<file path="src/rtl/rv32_encoder_pkg.sv">
// Opcode enumeration shared by the RV32I encoder and anything that drives it.
package rv32_encoder_pkg;

    typedef enum logic [5:0] {
        RV32_LUI, RV32_AUIPC, RV32_JAL, RV32_JALR,
        RV32_BEQ, RV32_BNE, RV32_BLT, RV32_BGE, RV32_BLTU, RV32_BGEU,
        RV32_LB, RV32_LH, RV32_LW, RV32_LBU, RV32_LHU,
        RV32_SB, RV32_SH, RV32_SW,
        RV32_ADDI, RV32_SLTI, RV32_SLTIU, RV32_XORI, RV32_ORI, RV32_ANDI,
        RV32_SLLI, RV32_SRLI, RV32_SRAI,
        RV32_ADD, RV32_SUB, RV32_SLL, RV32_SLT, RV32_SLTU, RV32_XOR,
        RV32_SRL, RV32_SRA, RV32_OR, RV32_AND,
        RV32_FENCE, RV32_FENCE_I, RV32_ECALL, RV32_EBREAK, RV32_NOP,
        RV32_CSRRW, RV32_CSRRS, RV32_CSRRC, RV32_CSRRWI, RV32_CSRRSI, RV32_CSRRCI,
        RV32_UNKNOWN
    } rv32_opcode_enum_t;

endpackage

</file>
<file path="src/rtl/rv32_encoder.sv">
// RV32I instruction encoder: encodes one request per accept and queues
// {err, instr} in a small output FIFO; error entries carry a NOP word.
module rv32_encoder
    import rv32_encoder_pkg::*;
#(
    parameter int FIFO_DEPTH = 4
) (
    input  logic              clk,
    input  logic              rst,
    input  logic              in_valid,
    output logic              in_ready,
    input  rv32_opcode_enum_t in_opcode,
    input  logic [4:0]        in_rd,
    input  logic [4:0]        in_rs1,
    input  logic [4:0]        in_rs2,
    input  logic [31:0]       in_imm,
    input  logic [4:0]        in_shamt,
    input  logic [11:0]       in_csr,
    input  logic [4:0]        in_zimm,
    input  logic [3:0]        in_fence_pred,
    input  logic [3:0]        in_fence_succ,
    output logic              out_valid,
    input  logic              out_ready,
    output logic [31:0]       out_instr,
    output logic              out_err,
    output logic [15:0]       instr_count,
    output logic [15:0]       err_count
);

    localparam int AW = (FIFO_DEPTH > 1) ? $clog2(FIFO_DEPTH) : 1;
    localparam logic [AW:0] DEPTH_L = FIFO_DEPTH[AW:0];
    localparam logic [31:0] NOP_W = 32'h0000_0013;

    localparam logic [6:0] OP_LUI = 7'b0110111, OP_AUIPC = 7'b0010111;
    localparam logic [6:0] OP_JAL = 7'b1101111, OP_JALR = 7'b1100111;
    localparam logic [6:0] OP_BR = 7'b1100011, OP_LOAD = 7'b0000011;
    localparam logic [6:0] OP_ST = 7'b0100011, OP_IMM = 7'b0010011;
    localparam logic [6:0] OP_SYS = 7'b1110011;

    function automatic logic [31:0] enc_i(input logic [11:0] imm, input logic [4:0] rs1,
                                          input logic [2:0] f3, input logic [4:0] rd,
                                          input logic [6:0] opc);
        return {imm, rs1, f3, rd, opc};
    endfunction

    function automatic logic [31:0] enc_r(input logic [6:0] f7, input logic [4:0] rs2,
                                          input logic [4:0] rs1, input logic [2:0] f3,
                                          input logic [4:0] rd);
        return {f7, rs2, rs1, f3, rd, 7'b0110011};
    endfunction

    function automatic logic [31:0] enc_s(input logic [31:0] imm, input logic [4:0] rs2,
                                          input logic [4:0] rs1, input logic [2:0] f3);
        return {imm[11:5], rs2, rs1, f3, imm[4:0], OP_ST};
    endfunction

    function automatic logic [31:0] enc_b(input logic [31:0] imm, input logic [4:0] rs2,
                                          input logic [4:0] rs1, input logic [2:0] f3);
        return {imm[12], imm[10:5], rs2, rs1, f3, imm[4:1], imm[11], OP_BR};
    endfunction

    function automatic logic out_of_range(input logic signed [31:0] v, input int lo, input int hi);
        return (v < lo) || (v > hi);
    endfunction

    function automatic logic [15:0] sat_inc(input logic [15:0] v);
        return (v == 16'hFFFF) ? v : v + 16'd1;
    endfunction

    logic signed [31:0] imm_s;
    logic               bad_i, bad_b, bad_j, bad_u;
    logic [31:0]        raw_w, enc_instr;
    logic               enc_err;

    assign imm_s = signed'(in_imm);
    assign bad_i = out_of_range(imm_s, -2048, 2047);
    assign bad_b = out_of_range(imm_s, -4096, 4094) || in_imm[0];
    assign bad_j = out_of_range(imm_s, -1048576, 1048574) || in_imm[0];
    assign bad_u = |in_imm[11:0];

    always_comb begin
        raw_w   = NOP_W;
        enc_err = 1'b0;
        case (in_opcode)
            RV32_LUI:     begin raw_w = {in_imm[31:12], in_rd, OP_LUI};   enc_err = bad_u; end
            RV32_AUIPC:   begin raw_w = {in_imm[31:12], in_rd, OP_AUIPC}; enc_err = bad_u; end
            RV32_JAL: begin
                raw_w   = {in_imm[20], in_imm[10:1], in_imm[11], in_imm[19:12], in_rd, OP_JAL};
                enc_err = bad_j;
            end
            RV32_JALR:    begin raw_w = enc_i(in_imm[11:0], in_rs1, 3'b000, in_rd, OP_JALR); enc_err = bad_i; end
            RV32_BEQ:     begin raw_w = enc_b(in_imm, in_rs2, in_rs1, 3'b000); enc_err = bad_b; end
            RV32_BNE:     begin raw_w = enc_b(in_imm, in_rs2, in_rs1, 3'b001); enc_err = bad_b; end
            RV32_BLT:     begin raw_w = enc_b(in_imm, in_rs2, in_rs1, 3'b100); enc_err = bad_b; end
            RV32_BGE:     begin raw_w = enc_b(in_imm, in_rs2, in_rs1, 3'b101); enc_err = bad_b; end
            RV32_BLTU:    begin raw_w = enc_b(in_imm, in_rs2, in_rs1, 3'b110); enc_err = bad_b; end
            RV32_BGEU:    begin raw_w = enc_b(in_imm, in_rs2, in_rs1, 3'b111); enc_err = bad_b; end
            RV32_LB:      begin raw_w = enc_i(in_imm[11:0], in_rs1, 3'b000, in_rd, OP_LOAD); enc_err = bad_i; end
            RV32_LH:      begin raw_w = enc_i(in_imm[11:0], in_rs1, 3'b001, in_rd, OP_LOAD); enc_err = bad_i; end
            RV32_LW:      begin raw_w = enc_i(in_imm[11:0], in_rs1, 3'b010, in_rd, OP_LOAD); enc_err = bad_i; end
            RV32_LBU:     begin raw_w = enc_i(in_imm[11:0], in_rs1, 3'b100, in_rd, OP_LOAD); enc_err = bad_i; end
            RV32_LHU:     begin raw_w = enc_i(in_imm[11:0], in_rs1, 3'b101, in_rd, OP_LOAD); enc_err = bad_i; end
            RV32_SB:      begin raw_w = enc_s(in_imm, in_rs2, in_rs1, 3'b000); enc_err = bad_i; end
            RV32_SH:      begin raw_w = enc_s(in_imm, in_rs2, in_rs1, 3'b001); enc_err = bad_i; end
            RV32_SW:      begin raw_w = enc_s(in_imm, in_rs2, in_rs1, 3'b010); enc_err = bad_i; end
            RV32_ADDI:    begin raw_w = enc_i(in_imm[11:0], in_rs1, 3'b000, in_rd, OP_IMM); enc_err = bad_i; end
            RV32_SLTI:    begin raw_w = enc_i(in_imm[11:0], in_rs1, 3'b010, in_rd, OP_IMM); enc_err = bad_i; end
            RV32_SLTIU:   begin raw_w = enc_i(in_imm[11:0], in_rs1, 3'b011, in_rd, OP_IMM); enc_err = bad_i; end
            RV32_XORI:    begin raw_w = enc_i(in_imm[11:0], in_rs1, 3'b100, in_rd, OP_IMM); enc_err = bad_i; end
            RV32_ORI:     begin raw_w = enc_i(in_imm[11:0], in_rs1, 3'b110, in_rd, OP_IMM); enc_err = bad_i; end
            RV32_ANDI:    begin raw_w = enc_i(in_imm[11:0], in_rs1, 3'b111, in_rd, OP_IMM); enc_err = bad_i; end
            // Shift immediates take the amount from in_shamt, so in_imm is not range-checked.
            RV32_SLLI:    raw_w = enc_i({7'b0000000, in_shamt}, in_rs1, 3'b001, in_rd, OP_IMM);
            RV32_SRLI:    raw_w = enc_i({7'b0000000, in_shamt}, in_rs1, 3'b101, in_rd, OP_IMM);
            RV32_SRAI:    raw_w = enc_i({7'b0100000, in_shamt}, in_rs1, 3'b101, in_rd, OP_IMM);
            RV32_ADD:     raw_w = enc_r(7'b0000000, in_rs2, in_rs1, 3'b000, in_rd);
            RV32_SUB:     raw_w = enc_r(7'b0100000, in_rs2, in_rs1, 3'b000, in_rd);
            RV32_SLL:     raw_w = enc_r(7'b0000000, in_rs2, in_rs1, 3'b001, in_rd);
            RV32_SLT:     raw_w = enc_r(7'b0000000, in_rs2, in_rs1, 3'b010, in_rd);
            RV32_SLTU:    raw_w = enc_r(7'b0000000, in_rs2, in_rs1, 3'b011, in_rd);
            RV32_XOR:     raw_w = enc_r(7'b0000000, in_rs2, in_rs1, 3'b100, in_rd);
            RV32_SRL:     raw_w = enc_r(7'b0000000, in_rs2, in_rs1, 3'b101, in_rd);
            RV32_SRA:     raw_w = enc_r(7'b0100000, in_rs2, in_rs1, 3'b101, in_rd);
            RV32_OR:      raw_w = enc_r(7'b0000000, in_rs2, in_rs1, 3'b110, in_rd);
            RV32_AND:     raw_w = enc_r(7'b0000000, in_rs2, in_rs1, 3'b111, in_rd);
            RV32_FENCE:   raw_w = {4'b0000, in_fence_pred, in_fence_succ, 13'b0, 7'b0001111};
            RV32_FENCE_I: raw_w = 32'h0000_100F;
            RV32_ECALL:   raw_w = 32'h0000_0073;
            RV32_EBREAK:  raw_w = 32'h0010_0073;
            RV32_NOP:     raw_w = NOP_W;
            RV32_CSRRW:   raw_w = {in_csr, in_rs1,  3'b001, in_rd, OP_SYS};
            RV32_CSRRS:   raw_w = {in_csr, in_rs1,  3'b010, in_rd, OP_SYS};
            RV32_CSRRC:   raw_w = {in_csr, in_rs1,  3'b011, in_rd, OP_SYS};
            RV32_CSRRWI:  raw_w = {in_csr, in_zimm, 3'b101, in_rd, OP_SYS};
            RV32_CSRRSI:  raw_w = {in_csr, in_zimm, 3'b110, in_rd, OP_SYS};
            RV32_CSRRCI:  raw_w = {in_csr, in_zimm, 3'b111, in_rd, OP_SYS};
            default:      enc_err = 1'b1;
        endcase
        enc_instr = enc_err ? NOP_W : raw_w;
    end

    logic [AW-1:0] wr_ptr_q, wr_ptr_d, rd_ptr_q, rd_ptr_d;
    logic [AW:0]   occ_q, occ_d;
    logic [15:0]   icnt_q, icnt_d, ecnt_q, ecnt_d;
    logic [32:0]   mem_q [FIFO_DEPTH];
    logic [32:0]   head;
    logic          push, pop;

    // rst masks the handshake outputs combinationally so the reset cycle itself is clean.
    assign in_ready    = rst || (occ_q < DEPTH_L);
    assign out_valid   = !rst && (occ_q != '0);
    assign push        = in_valid && in_ready && !rst;
    assign pop         = out_valid && out_ready;
    assign head        = mem_q[rd_ptr_q];
    assign out_instr   = out_valid ? head[31:0] : '0;
    assign out_err     = out_valid && head[32];
    assign instr_count = rst ? '0 : icnt_q;
    assign err_count   = rst ? '0 : ecnt_q;

    always_comb begin
        wr_ptr_d = push ? wr_ptr_q + 1'b1 : wr_ptr_q;
        rd_ptr_d = pop ? rd_ptr_q + 1'b1 : rd_ptr_q;
        occ_d    = occ_q;
        if (push && !pop) occ_d = occ_q + 1'b1;
        else if (!push && pop) occ_d = occ_q - 1'b1;
        icnt_d   = (push && !enc_err) ? sat_inc(icnt_q) : icnt_q;
        ecnt_d   = (push && enc_err) ? sat_inc(ecnt_q) : ecnt_q;
    end

    always_ff @(posedge clk) begin
        if (rst) begin
            wr_ptr_q <= '0;
            rd_ptr_q <= '0;
            occ_q    <= '0;
            icnt_q   <= '0;
            ecnt_q   <= '0;
        end else begin
            wr_ptr_q <= wr_ptr_d;
            rd_ptr_q <= rd_ptr_d;
            occ_q    <= occ_d;
            icnt_q   <= icnt_d;
            ecnt_q   <= ecnt_d;
        end
    end

    always_ff @(posedge clk) begin
        if (push) mem_q[wr_ptr_q] <= {enc_err, enc_instr};
    end

endmodule

</file>
<file path="config.mk">
export PLATFORM = sky130hd
export DESIGN_NAME = rv32_encoder
export DESIGN_NICKNAME = d
export VERILOG_FILES = /design/src/rtl/rv32_encoder_pkg.sv /design/src/rtl/rv32_encoder.sv
export SDC_FILE = /design/constraint.sdc
export NUM_CORES = 1
export LEC_CHECK = 0
export ABC_AREA = 1
export CELL_PAD_IN_SITES_DETAIL_PLACEMENT = 0
export CELL_PAD_IN_SITES_GLOBAL_PLACEMENT = 2
export CORE_MARGIN = 2
export CORE_UTILIZATION = 31
export DETAILED_ROUTE_END_ITERATION = 12
export PLACE_DENSITY_LB_ADDON = 0.12
export SETUP_SLACK_MARGIN = 0.15
export SLEW_MARGIN = 30
export SYNTH_ARGS = -nofsm -noshare
export SYNTH_HDL_FRONTEND = slang
export SYNTH_SLANG_ARGS = --single-unit
</file>
<file path="constraint.sdc">
create_clock -name clk -period 3.6 [get_ports clk]
set_input_delay 0.72 -clock clk [delete_from_list [all_inputs] [get_ports clk]]
set_output_delay 0.72 -clock clk [all_outputs]
set_load 0.02 [all_outputs]
</file>
# --- Word level (Yosys, flattened, before mapping) ---
# Memories as Yosys holds them, arrays and structs flattened. A register that Yosys moved wholly into a read port is not among the register bits.
# Index checks and enable logic that the tools add are counted.
classes:
  n_eq_ne: 49
  n_addsub: 6
  order_cmp: 7
  mux: 12
  bitwise_logic: 2
  n_reduce_logical: 29
ops:
  columns: ["op", "count"]
  rows:
  - ["$pmux 32 s47", 1]
  - ["$eq 6x5->1 const B", 16]
  - ["$eq 6x6->1 const B", 16]
  - ["$mux 32", 2]
  - ["$eq 6x4->1 const B", 8]
  - ["$add 16x1->16 const B", 2]
  - ["$eq 16x16->1 const B", 2]
  - ["$gt 32x12->1 const B", 1]
  - ["$gt 32x13->1 const B", 1]
  - ["$gt 32x21->1 const B", 1]
  - ["$lt 32x12->1 const B", 1]
  - ["$lt 32x13->1 const B", 1]
  - ["$lt 32x21->1 const B", 1]
  - ["$mux 16", 2]
  - ["$eq 6x3->1 const B", 4]
  - ["$reduce_or 24->1", 1]
  - ["$reduce_or 15->1", 1]
  - ["$eq 6x2->1 const B", 2]
  - ["$reduce_or 12->1", 1]
  - ["$logic_and 1x1->1", 9]
  - ["$eq 6x1->1 const B", 1]
  - ["$logic_not 6->1", 1]
  - ["$logic_or 1x1->1", 6]
  - ["$mux 3", 2]
  - ["14 further kinds", 22]
totals:
  in_bits: 87
  regBits: 39
  mem_bits_rw: 132
  n_memories: 1
  word_cells: 111
  out_inout_bits: 67
memory_table:
  columns: ["memory", "words", "width", "read_ports", "rd_clocked_by_memory_dff", "wr", "line_no", "source"]
  rows:
  - ["mem_q", 4, 33, 1, 1, 1, "rv32_encoder.sv:145", "logic [32:0] mem_q [FIFO_DEPTH];"]

# --- Longest topological paths before layout ---
# Gate-level depths: netlist of the first run.
logic_depth:
  ltp_word: 8
  ltp_mapped: 16
  mapped_depth_nobuf: 15

# --- Least setup slack after synthesis of the first run ---
# OpenSTA, ideal clock, no wires.
synth_timing:
  path_type: "input-to-reg"
  from: "in rst"
  to: "mem mem_q[0][10] (enable)"
  slack_ns: 0.632
  path_stages: 4
  required_ns: 3.181
  n_path_buf: 1
  arrival_ns: 2.549
  setup_ns: 0.419
  path_cell_list: "clkbuf_1 -> inv_1 -> nand3_1 -> nor2_1"
synth_via:
  elab_chain_len: 5
  word_cells_on_any_way: 6
  cone_classes: "2 x mux; 4 x reduce/logical"
synth_lines:
  columns: ["element", "line_no", "source"]
  rows:
  - ["start, declared", "rv32_encoder.sv:9", "input logic rst,"]
  - ["$logic_or 1x1->1", "rv32_encoder.sv:150", "assign in_ready = rst || (occ_q < DEPTH_L);"]
  - ["$logic_and 1x1->1", "rv32_encoder.sv:152", "assign push = in_valid && in_ready && !rst;"]
  - ["$logic_and 1x1->1 *", "rv32_encoder.sv:152", null]
  - ["$mux 1 *", "rv32_encoder.sv:187", "if (push) mem_q[wr_ptr_q] <= {enc_err, enc_instr};"]
  - ["$mux 1 (not written as such) *", "rv32_encoder.sv:187", null]
  - ["end, declared", "rv32_encoder.sv:145", null]
# Mark *: on every way between the ends. The rest lies on a longest branch, timed or not.

==> metrics, run 1 <==
PnR worst setup slack=306 ps; gr usage total=0.205; Final Slew Violations=0; worst vdd ir=0.284 mV; run status=finished clean; IO buf count=153; Critical Path Source Type=flip-flop; Post-Synthesis Cells=1103; clk_lat worst skew=430 ps; area leader, netlist=edfxtp_1; yosys warns=0; layout cells sized above 1=0.0791; hold crit path type=flip-flop to flip-flop; clock tree root driver cell=clkbuf_16; met2 routed WL=15.4 mm; ANT nets after route=0; Die ar.=0.0302 mm^2; vias post-DR=8003; Final min period=3290 ps; residual DRC count=0; initial core utilization=0.313; P per Cell Area=443 mW/mm^2; area share of the largest cell type after synthesis=0.417; Post-Synth Adder-Cell Area=0.0120; simple-gate share of the synthesized area=0.267; worst-path cell chain=inv_1, buf_4, nor2_1, o21ai_0, a21oi_1, clkdlybuf4s50_1; top layer in use=met5; DR pass1 iterations=4; CTS Buf Count=17; Worst EP arrival=2570 ps; Fin Clk Skew=10.9 ps; Resized Gates After CTS=0; crit-path leading delay family=buffers and inverters; Post-Syn Area=0.00894 mm^2; Clock Pin Slew Worst Setup and Hold Paths=80 ps; routed length on met1=13.1 mm; Buf+Inv Stages, Crit Path=3; CP Max Fanout=22; Synth area leaders=edfxtp_1 42%, nor2_1 11%, dfxtp_1 9.2%; Area growth syn-to-layout=30.6%; FMAX=0.304 GHz; RR Startpoint=occ_q[0]; global-route wire length before repair=47.1 mm; Synth Area in Compound Gates=0.125; die width=174 um; largest family of logic cells by synthesized area=simple AND/OR/NAND/NOR gates; Reg area=0.00455 mm^2; setup tns final=0 ps; antenna violations before repair=1; GRT Residual Overflow=0; Slew @ Worst Pin=942 ps; CP required=2880 ps; CP max-delay cell=inv_1; area of the multi-input gates=0.00386 mm^2; part of the Yosys area used for sequential elements=0.508; Fin Hold WS=470 ps; worst-case clock buffer depth=2; CTS tree=yes; clock sink total=165; Row Count=62; Final period util=0.915; Max-Cap Viols=0; num ports=154; Final HPWL DP=22.3 mm; Worst path max stage delay=680 ps; hold path start=icnt_q[15]; final core occ=0.409; total wire length=30.5 mm; unrepaired setup endpoints after global routing=yes; vias per std cell=4.82; pre-CTS setup slack=111 ps; Mean Syn Cell Area=8.10 um^2; worst rel slew slack=0.371; Placeable Area=0.0285 mm^2; crit path kind=flip-flop to primary output; Initial DRC Count=447; vias in the first global route=8155; met3 WL post-DR=1.25 mm; Die H=174 um; #FFs+latches synth=165; Post-Synth XOR/XNOR Area=0.0255; Post-CTS Setup Repair Bufs=0; Setup violations, final=0; largest net degree at the start of global routing=63; Critical Path End Type=primary output; fillcell total=2966; CTS H-Tree Depth=4; nets@finish=1359; routability congestion estimate=0.858; drt wl/cell=18.4 um; Hold Vio Cnt, Final=0; Pleak=4.19 nW; synthesized net count=1198; multiplexer area fraction after synthesis=0; unique cell type count in the Yosys netlist=43
[cell families after synthesis]
logic type,after synthesis
AND/OR/NAND/NOR,567
AO/OA/AOI/OAI,200
flip-flops,165
buffers and inverters,137
XOR/XNOR,26
adder cells (fa/ha/maj),8
[sequential cells by signal, summed over array words and instances, names as in the netlist, named ones only]
register  cells
mem_q       124
ecnt_q       16
icnt_q       16
occ_q         3
rd_ptr_q      2
wr_ptr_q      2
[path summary, 6_finish.rpt]
path | to | cells past startpoint | slack, ps
worst max-delay path | out_instr[9] | 6 | 310
worst min register to register | icnt_q[15] | 2 | 470
worst max register to register | occ_q[2] | 11 | 1190
worst min-delay path | icnt_q[15] | 2 | 470
[through the flow]
stage | area (um^2) | instances | total power, W
2_1_floorplan | 8940 | 1103 | 0.00279
3_3_place_gp | 11000 | 1628 | 0.00333
3_5_place_dp | 11100 | 1629 | 0.00334
4_1_cts | 11700 | 1661 | 0.00522
5_1_grt | 11700 | 1661 | 0.00542
6_report | 11700 | 1662 | 0.00517
[layer usage]
layer,GRT usage,up-vias
li1,-,4046
met1,0.250,3719
met2,0.369,199
met3,0.0353,37
met4,0.0644,2
met5,0,-
[cell type report]
type | count | share of cell area
clock buffers | 17 | 0.0364
well taps | 384 | 0.0412
repair buffers | 186 | 0.156
clock inverters | 15 | 0.0159
multi-input cells | 801 | 0.331
diodes | 1 | 0.000214
flip-flops and latches | 165 | 0.389
inverters | 93 | 0.0301
[tightest hold or removal path, cell delays in order, from the launching register on]
cell and delay [ps]:
dfxtp_1 310, nand2_1 60, a21oi_1 50
[what timing repair did]
| action | 4_1_cts | 5_1_grt |
|---|---|---|
| endpoints found under the setup margin | 0 | 5 |
| hold endpoints to repair | 0 | 0 |
| hold buffers | 0 | 0 |
[power breakdown]
part	internal [W]	total, W	switching [W]
Sequential	0.00214	0.00217	0.0000335
Combinational	0.000426	0.00111	0.000685
Clock	0.00100	0.00189	0.000888
Total	0.00357	0.00517	0.00161
[cells in the mapped netlist (all sizes together)]
cell and number:
a21boi 1, a21oi 80, a221oi 3, a22o 4, a22oi 8, a31oi 13
a41oi 6, buf 10, clkbuf 34, clkinv 1, dfxtp 41, edfxtp 124
fa 1, ha 7, inv 92, nand2 207, nand3 43, nand3b 2
nand4 21, nor2 265, nor3 17, nor3b 1, nor4 11, o21a 1
o21ai 77, o221ai 1, o22ai 1, o31ai 5, xor2 26
[cells in the final DEF (no fill, tap or decap), types with 2 or more instances in the layout]
cell	instances
a221oi_1	3
a22o_1	4
inv_8	4
inv_2	10
clkdlybuf4s50_1	152
nand3_2	2
nand3b_1	2
nor2_4	3
clkinv_8	3
nor4_1	11
inv_6	2
nor3_1	17
edfxtp_1	124
clkbuf_16	17
a22oi_1	8
xor2_1	26
inv_1	81
o31ai_1	4
a31oi_1	13
buf_12	3
clkinvlp_4	2
nor2_2	7
a21oi_1	79
clkinv_1	2
o21ai_0	76
dfxtp_1	40
nand4_1	20
ha_1	7
nand3_1	41
nand2_1	199
a41oi_1	6
buf_4	29
nor2_1	255
nand2_2	6
No activity file was read; power rests on OpenSTA's default activity.
==> run 2, diff against run 1 <==
--- a/config.mk
+++ b/config.mk
@@ -11,6 +11,7 @@
 export CORE_MARGIN = 2
 export CORE_UTILIZATION = 31
 export DETAILED_ROUTE_END_ITERATION = 12
+export HOLD_SLACK_MARGIN = 0.05
 export PLACE_DENSITY_LB_ADDON = 0.12
 export SETUP_SLACK_MARGIN = 0.15
 export SLEW_MARGIN = 30
==> results of run 2 <==
Same layout as run 1: the final DEF is identical, and so are final timing and power.
==> run 3, diff against run 2 <==
--- a/config.mk
+++ b/config.mk
@@ -12,7 +12,7 @@
 export CORE_UTILIZATION = 31
 export DETAILED_ROUTE_END_ITERATION = 12
 export HOLD_SLACK_MARGIN = 0.05
-export PLACE_DENSITY_LB_ADDON = 0.12
+export PLACE_DENSITY = 0.9
 export SETUP_SLACK_MARGIN = 0.15
 export SLEW_MARGIN = 30
 export SYNTH_ARGS = -nofsm -noshare
==> run 3 against run 2 <==
Hold slack lost 3.3 ps. Sequential cell count is the same. Core utilization is 0.14 points lower. Worst setup slack got worse by 8.9 ps. Combinational power about the same. Via count rose by 2.7%. Die area is the same. Wire length decreased by 4.1%. Largest power group unchanged.
==> metrics, run 3 (synthesized netlist as in run 1, its figures left out) <==
clock network fraction of total power=0.350 (-0.015); Critical Path End Type=primary output; IO buf count=153 (unchanged); routability congestion estimate=0.891 (+3.9%); Final HPWL DP=21.0 mm (-5.8%); Worst EP arrival=2580 ps (about the same); worst-case clock buffer depth=2 (unchanged); vias post-DR=8218 (+2.7%); Int Power=0.00354 W (-0.80%); Fin Hold WS=467 ps (-3.28 ps); sequential share of power=0.430 (+0.010); top layer in use=met4; layout cells sized above 1=0.0798 (+0.000721); PnR worst setup slack=297 ps (-8.90 ps); initial core utilization=0.313 (unchanged); biggest regs=mem_q: 124 flops, ecnt_q: 16 flops, icnt_q: 16 flops; Final Slew Violations=0 (unchanged); nets@finish=1360 (+0.074%); n_diodes=0 (-1); most frequent cells in the layout=254 x nor2_1, 199 x nand2_1, 152 x clkdlybuf4s50_1; drt wl/cell=17.6 um (-4.1%); met3 WL post-DR=1.68 mm (+34%); Area growth syn-to-layout=30.2%; met2 routed WL=13.3 mm (-14%); Fin Clk Skew=11.5 ps (+0.561 ps); clock tree root driver cell=clkbuf_16; GRT Residual Overflow=0 (unchanged); net switching power figure=0.00152 W (-5.2%); CP required=2880 ps (about the same); residual DRC count=0 (unchanged); fillcell total=2931 (-1.2%); worst vdd ir=0.229 mV (-19%); Clock Pin Slew Worst Setup and Hold Paths=70 ps (about the same); Slew @ Worst Pin=886 ps (-56.1 ps); clk_lat worst skew=430 ps (about the same); Hold Vio Cnt, Final=0 (unchanged); FMAX=0.303 GHz (-0.27%); commonest non-fill, non-tap cell in the layout=nor2_1; Setup violations, final=0 (unchanged); vias in the first global route=7932 (-2.7%); pre-CTS setup slack=-14.7 ps (-126 ps); antenna violations before repair=0 (-1); crit path kind=flip-flop to primary output; Critical Path Source Type=flip-flop; run status=finished clean; P per Cell Area=435 mW/mm^2 (-1.8%); DR pass1 iterations=5 (+1); final non-filler cell total=1662 (unchanged); CP Max Fanout=22 (unchanged); Biggest register=mem_q; routed length on met1=13.7 mm (+4.3%); vias per std cell=4.94 (+2.7%); Final min period=3300 ps (+8.90 ps); die width=174 um (unchanged); final core occ=0.408 (-0.00136); CTS tree=yes; unrepaired setup endpoints after global routing=yes; clock sink total=165 (unchanged); worst rel slew slack=0.409 (+0.0374); global-route wire length before repair=45.3 mm (-3.9%); Row Count=62 (unchanged); ANT nets after route=0 (unchanged); gr usage total=0.195 (-0.0104); placed cell count=1626 (-0.18%); hold crit path type=flip-flop to flip-flop; post-route cell area=0.0116 mm^2 (-0.33%); Pleak=4.18 nW (-0.38%); Final period util=0.918 (+0.00247); CTS H-Tree Depth=4 (unchanged); CTS Buf Count=17 (unchanged); Placeable Area=0.0285 mm^2 (unchanged); combinational share of power=0.220 (+0.005); largest net degree at the start of global routing=61 (-3.2%); max reg flops=124 (unchanged); Max-Cap Viols=0 (unchanged); num ports=154 (unchanged); total wire length=29.3 mm (-4.1%); Switching Fraction=0.301 (-0.00964); DP Area=0.0110 mm^2 (-0.27%); cts hold-fix bufs=0 (unchanged); Die ar.=0.0302 mm^2 (unchanged); Initial DRC Count=657 (+47%); Die H=174 um (unchanged)
-- run 3: cell types whose count changed in the layout (fill, tap and decap cells not counted) --
cell      delta
diode_2      -1
buf_8        -1
clkinv_2     +1
clkinv_8     -3
nor2_1       -1
clkinv_4     +2
inv_12       -1
clkinv_1     +1
buf_4        +2
nor2_2       +1
-- run 3: critical path, stage by stage, from the launching register on --
cell             delay (ps)
dfxtp_1                 320
inv_1                   370
buf_4                   360
nor2_1                  110
o21ai_0                  80
a21oi_1                 230
clkdlybuf4s50_1         660
-- run 3: metal layers --
layer | vias up | track usage
li1 | 4045 | -
met1 | 3858 | 0.265
met2 | 273 | 0.311
met3 | 42 | 0.0364
met4 | 0 | 0.0662
met5 | - | 0
-- run 3: repair_timing --
action                                  4_1_cts  5_1_grt
endpoints found under the setup margin        9       10
buffers inserted                              4        0
resized for setup                             0        1
pin swaps                                     1        0
-- run 3: layout make-up --
type	instances	area [um^2]	area share
clock buffers	17	425	0.0366
clock inverters	15	146	0.0126
inverters	93	352	0.0302
multi-input cells	801	3870	0.332
flip-flops and latches	165	4550	0.391
well taps	384	480	0.0413
repair buffers	187	1820	0.156
-- run 3: final timing paths --
kind / from / end / slack, ps / cells after the start
worst min-delay path: ecnt_q[15] / ecnt_q[15] / 470 / 2
worst max register to register: occ_q[2] / occ_q[2] / 1390 / 12
worst max-delay path: flip-flop / out_instr[12] / 300 / 6
worst min register to register: ecnt_q[15] / ecnt_q[15] / 470 / 2
-- run 3: metrics by stage --
stage               TNS (ps)  total power [W]
floorplan                  0          0.00279
global placement       -3310          0.00331
detailed placement      -112          0.00331
CTS                        0          0.00509
global route               0          0.00527
finish                     0          0.00506
-- run 3: power groups by stage --
| stage | combinational (W) | sequential, W | clock [W] |
|---|---|---|---|
| floorplan | 0.000588 | 0.00220 | 0 |
| global route | 0.00121 | 0.00218 | 0.00188 |
| detailed placement | 0.00109 | 0.00222 | 0 |
| finish | 0.00111 | 0.00218 | 0.00177 |
| CTS | 0.00112 | 0.00218 | 0.00179 |
| global placement | 0.00109 | 0.00222 | 0 |
